==> src/rtl/pc_sequencer.sv <==
// pc_sequencer: owns the program counter, drives the instruction-fetch request
// and resolves B / B.cond-CBZ-CBNZ / BR redirects with a one-bubble penalty.
module pc_sequencer #(
  parameter logic [63:0] RESET_PC = 64'h0
) (
  input  logic        clk,
  input  logic        reset_n,
  input  logic        imem_ready,
  input  logic        stall,
  input  logic        br_valid,
  input  logic [1:0]  br_type,
  input  logic        br_taken,
  input  logic [63:0] br_pc,
  input  logic [25:0] imm26,
  input  logic [18:0] imm19,
  input  logic [63:0] br_reg,
  output logic [63:0] fetch_addr,
  output logic        fetch_valid,
  output logic        flush,
  output logic        misalign,
  output logic        illegal
);

  typedef enum logic [1:0] {
    BOOT   = 2'b00,
    RUN    = 2'b01,
    BUBBLE = 2'b10
  } state_e;

  localparam logic [1:0] BR_B    = 2'b00;
  localparam logic [1:0] BR_COND = 2'b01;
  localparam logic [1:0] BR_REG  = 2'b10;
  localparam logic [1:0] BR_RSVD = 2'b11;

  state_e      state_r;
  state_e      state_s;
  logic [63:0] pc_r;
  logic [63:0] pc_s;
  logic        fetch_valid_r;
  logic        fetch_valid_s;
  logic        flush_r;
  logic        flush_s;
  logic        misalign_r;
  logic        misalign_s;
  logic        illegal_r;
  logic        illegal_s;
  logic        type_redirect_s;
  logic        redirect_s;
  logic [63:0] target_s;

  // Word offsets are sign-extended to 64 bits and scaled by 4.
  function automatic logic [63:0] scale_imm26(input logic [25:0] imm);
    return {{36{imm[25]}}, imm, 2'b00};
  endfunction

  function automatic logic [63:0] scale_imm19(input logic [18:0] imm);
    return {{43{imm[18]}}, imm, 2'b00};
  endfunction

  // Branch target computation and per-type taken decision
  always_comb begin
    target_s        = pc_r;
    type_redirect_s = 1'b0;
    case (br_type)
      BR_B: begin
        target_s        = br_pc + scale_imm26(imm26);
        type_redirect_s = 1'b1;
      end
      BR_COND: begin
        target_s        = br_pc + scale_imm19(imm19);
        type_redirect_s = br_taken;
      end
      BR_REG: begin
        target_s        = {br_reg[63:2], 2'b00};
        type_redirect_s = 1'b1;
      end
      default: begin
        target_s        = pc_r;
        type_redirect_s = 1'b0;
      end
    endcase
  end

  // Branches are only honoured while fetching; BUBBLE drops them.
  assign redirect_s = br_valid && (state_r == RUN) && type_redirect_s;

  // Next-state, next-PC and next pulse values; redirect beats stall beats increment
  always_comb begin
    state_s       = state_r;
    pc_s          = pc_r;
    flush_s       = 1'b0;
    misalign_s    = 1'b0;
    illegal_s     = 1'b0;
    fetch_valid_s = 1'b0;
    case (state_r)
      BOOT: begin
        state_s = RUN;
      end
      RUN: begin
        if (redirect_s) begin
          state_s    = BUBBLE;
          pc_s       = target_s;
          flush_s    = 1'b1;
          misalign_s = (br_type == BR_REG) && (br_reg[1:0] != 2'b00);
        end else if (stall) begin
          pc_s = pc_r;
        end else if (imem_ready) begin
          pc_s = pc_r + 64'd4;
        end else begin
          pc_s = pc_r;
        end
        illegal_s = br_valid && (br_type == BR_RSVD);
      end
      BUBBLE: begin
        state_s = RUN;
      end
      default: begin
        state_s = BOOT;
      end
    endcase
    fetch_valid_s = (state_s == RUN);
  end

  // State, PC and output registers
  always_ff @(posedge clk or negedge reset_n) begin
    if (!reset_n) begin
      state_r       <= BOOT;
      pc_r          <= RESET_PC;
      fetch_valid_r <= 1'b0;
      flush_r       <= 1'b0;
      misalign_r    <= 1'b0;
      illegal_r     <= 1'b0;
    end else begin
      state_r       <= state_s;
      pc_r          <= pc_s;
      fetch_valid_r <= fetch_valid_s;
      flush_r       <= flush_s;
      misalign_r    <= misalign_s;
      illegal_r     <= illegal_s;
    end
  end

  assign fetch_addr  = pc_r;
  assign fetch_valid = fetch_valid_r;
  assign flush       = flush_r;
  assign misalign    = misalign_r;
  assign illegal     = illegal_r;

endmodule

==> config.mk <==
export PLATFORM = sky130hd
export DESIGN_NAME = pc_sequencer
export DESIGN_NICKNAME = d
export VERILOG_FILES = /design/src/rtl/pc_sequencer.sv
export SDC_FILE = /design/constraint.sdc
export NUM_CORES = 1
export LEC_CHECK = 0
export CORE_ASPECT_RATIO = 1.4
export CORE_MARGIN = 2
export CORE_UTILIZATION = 24
export CTS_CLUSTER_SIZE = 12
export DETAILED_ROUTE_END_ITERATION = 6
export GPL_TIMING_DRIVEN = 0
export SLEW_MARGIN = 20
export SYNTH_ARGS = -nofsm -noshare
export SYNTH_HDL_FRONTEND = slang
export SYNTH_SLANG_ARGS = --single-unit
==> constraint.sdc <==
create_clock -name clk -period 3 [get_ports clk]
set_input_delay 0.3 -clock clk [delete_from_list [all_inputs] [get_ports clk]]
set_output_delay 0.3 -clock clk [all_outputs]
set_load 0.01 [all_outputs]
==> results_dict.tcl <==
set metrics [dict create \
    numPortBuffers 248 \
    max_freq_mhz 283 \
    dpl_worst_slack_ns -2.20 \
    syn-num-nets 1512 \
    period_share 1.18 \
    drv_cap 0 \
    fin_crit_ns 3.53 \
    worstHoldPathType "input pin to register" \
    vias 11600 \
    grt_overflow 0 \
    critPathLaunchType "input pin" \
    final_common_cell "clkdlybuf4s50_1" \
    ys_warn_count 0 \
    avgSynthCellArea_um2 7.18 \
    wirelength_um 48100 \
    htree_num_levels 3 \
    cp_slowest_stage_delay_ns 0.53 \
    pin_count 249 \
    drc 0 \
    hold_violations 0 \
    wl_per_cell_um 23.2 \
    postPlaceCellArea_um2 12300 \
    arrival_ns 3.74 \
    fill_cells 3769 \
    ir_drop_mv 0.239 \
    async_reset_ff_frac 1.00 \
    clk_pin_slew_worst_paths_ns 0.06 \
    p_leak_nw 5.68 \
    gp_congestion 0.907 \
    via_per_inst 5.59 \
    start_util 0.242 \
    root_buffer "clkbuf_16" \
    final_cell_area_um2 14700 \
    drive_gt1_frac 0.227 \
    track_usage 0.235 \
    nets 1849 \
    grt_pass1_vias 11500 \
    ys_seq_area_frac 0.194 \
    synth_seq_cells 70 \
    first_iter_violations 824 \
    path_class "input pin to register" \
    rsz0062_at_grt "true" \
    outcome "finished, violations left" \
    dr.pass1.iters 6 \
    cts_sinks 70 \
    n_antenna_cell 0 \
    ant_nets 0 \
    setup_viol_count_final 45 \
    worst_slew_pin_slew_ns 0.908 \
    slew_viol_final 0 \
    violations "setup timing" \
    ys_types 84 \
    final_cell_mix "243 x clkdlybuf4s50_1, 140 x nand2_1, 108 x a21oi_1, 92 x nor2_1, 77 x o21ai_0" \
    postSynthCellCount 1258 \
    rows 84 \
    die_area_um2 39200 \
    r2r_slack_ns -0.12 \
    crit_slowest_cell "or4b_1" \
    crit_chain "buf_12 -> inv_12 -> ha_4 -> clkbuf_16 -> clkbuf_16 -> mux2_4 -> ha_4 -> and3_4 -> nor3b_4 -> o2111ai_2 -> o211ai_1 -> and3_4 -> o21ai_4 -> a21bo_4 -> nor4b_4 -> or4b_1" \
    core_area_um2 37300 \
    powerDensity_nw_per_um2 521 \
    cts_tree "yes" \
    synthFlopType "dfrtp_1" \
    critPathMaxFanout 6 \
    area_growth_syn_to_layout_pct 63.2 \
    worst_slack_ns -0.530 \
    relSlewSlack 0.395 \
    worstPathRequired_ns 3.21 \
    grt_max_degree 37 \
    grt_pass1_wl_um 69900 \
    synth_edf_count 0 \
    worstSetupEndpointType "register" \
    cts_buffers 9 \
    clock_latency_ns 0.35 \
    ctsLongestPathBuffers 2 \
    skew_ns 0.0118 \
    antenna_found_initial 0 \
    dpl.hpwl_um 36300 \
    die_x_um 168 \
    fp.dieH_um 233 \
    netlist_area_um2 9030 \
]
per-layer routing:
| layer | track usage | part of all wire | wire [um] | up-vias |
|---|---|---|---|---|
| met5 | 0 | 0 | 0 | - |
| met4 | 0.115 | 0.051 | 2430 | 0 |
| met3 | 0.0302 | 0.063 | 3010 | 107 |
| met2 | 0.437 | 0.51 | 24600 | 510 |
| met1 | 0.264 | 0.37 | 18000 | 5562 |
| li1 | - | - | - | 5401 |
final timing paths:
path / from / endpoint / cells after the start
setup / recovery: br_type[1] / fetch_addr[63] / 16
hold / removal: br_type[1] / illegal / 3
setup reg to reg: fetch_addr[2] / fetch_addr[58] / 10
hold reg to reg: fetch_addr[1] / fetch_addr[1] / 2
max in group asynchronous: reset_n / fetch_addr[33] / 3
min in group asynchronous: reset_n / flush / 2
kinds of logic after synthesis:
| group | Yosys count | share of synthesized area |
|---|---|---|
| buffers and inverters | 104 | 0.0445 |
| and+or+nand+nor | 465 | 0.250 |
| muxes | 30 | 0.0360 |
| xor gates and xnor gates | 47 | 0.0456 |
| AOI/OAI and AO/OA | 469 | 0.328 |
| DFF | 70 | 0.194 |
| adders and majority gates | 73 | 0.102 |
sequential cells by signal, indices dropped and copies added (netlist names):
name / flops
misalign: 1
illegal: 1
fetch_valid: 1
flush: 1
fetch_addr: 64
state_r: 2
report_power, final:
group	switching (W)	leakage, nW	total, W	internal (W)
Sequential	0.000643	0.845	0.00199	0.00135
Clock	0.000460	0.146	0.00115	0.000690
Combinational	0.00237	4.68	0.00454	0.00217
worst max-delay path: cells and delay by family:
family,cells,cell delay [ns]
buf+inv,4,0.49
fa+ha+maj,2,0.48
simple gates,5,1.39
compound gates,4,0.75
mux,1,0.31
layout make-up:
type                       count  area, um2  area share
timing repair buffer         334       3300       0.224
clock inverter                 3       42.5     0.00289
tap                          473        592      0.0402
inverter                      33        140     0.00951
sequential                    70       1750       0.119
clock buffer                  13        260      0.0177
buffer                        60        364      0.0247
multi-input combinational   1087       8280       0.562
per-stage QoR:
stage	TNS (ns)	utilization	cells	total power, W	hold slack, ns
finish	-13.27	0.395	2073	0.00768	0.375
global route	-17.24	0.395	2073	0.00807	0.395
CTS	-13.12	0.376	2048	0.00739	0.372
detailed placement	-96.45	0.331	1980	0.00581	0.315
global placement	-178.89	0.330	1979	0.00577	0.461
floorplan	-7.94	-	1258	0.00376	0.00441
cells in the mapped netlist (5+ instances only):
cell	count	area, um2
inv_1	32	120
a21boi_0	6	45.0
o21bai_1	10	75.1
xnor2_1	25	219
buf_1	6	22.5
or3_1	8	50.1
clkbuf_1	58	218
ha_1	72	901
and3_1	21	131
nor2_1	102	383
o21a_1	18	135
a211oi_1	17	128
nor4_1	14	87.6
o31ai_1	5	37.5
nand2_1	150	563
a21o_1	36	270
nor3_1	39	195
a31oi_1	22	138
nor2b_1	5	31.3
a221oi_1	5	43.8
mux2i_1	10	100
o221ai_1	13	114
a21oi_1	144	721
o211ai_1	17	128
o21ai_0	112	561
mux2_2	20	225
a221o_1	5	50.1
nand2b_1	8	50.1
and2_1	9	56.3
dfrtp_1	70	1750
nand4_1	31	194
nand3_1	51	255
buf_2	6	30.0
o22ai_1	11	68.8
xor2_1	22	193
timing repair:
item                                    CTS  global route
resized for setup                       207           117
hold endpoints to repair                 34             0
hold buffers                              1             0
pin swaps                                61            59
endpoints found under the setup margin   65            61
gates cloned                              5             0
setup buffers                            50            33
(Power assumes the default switching activity.)
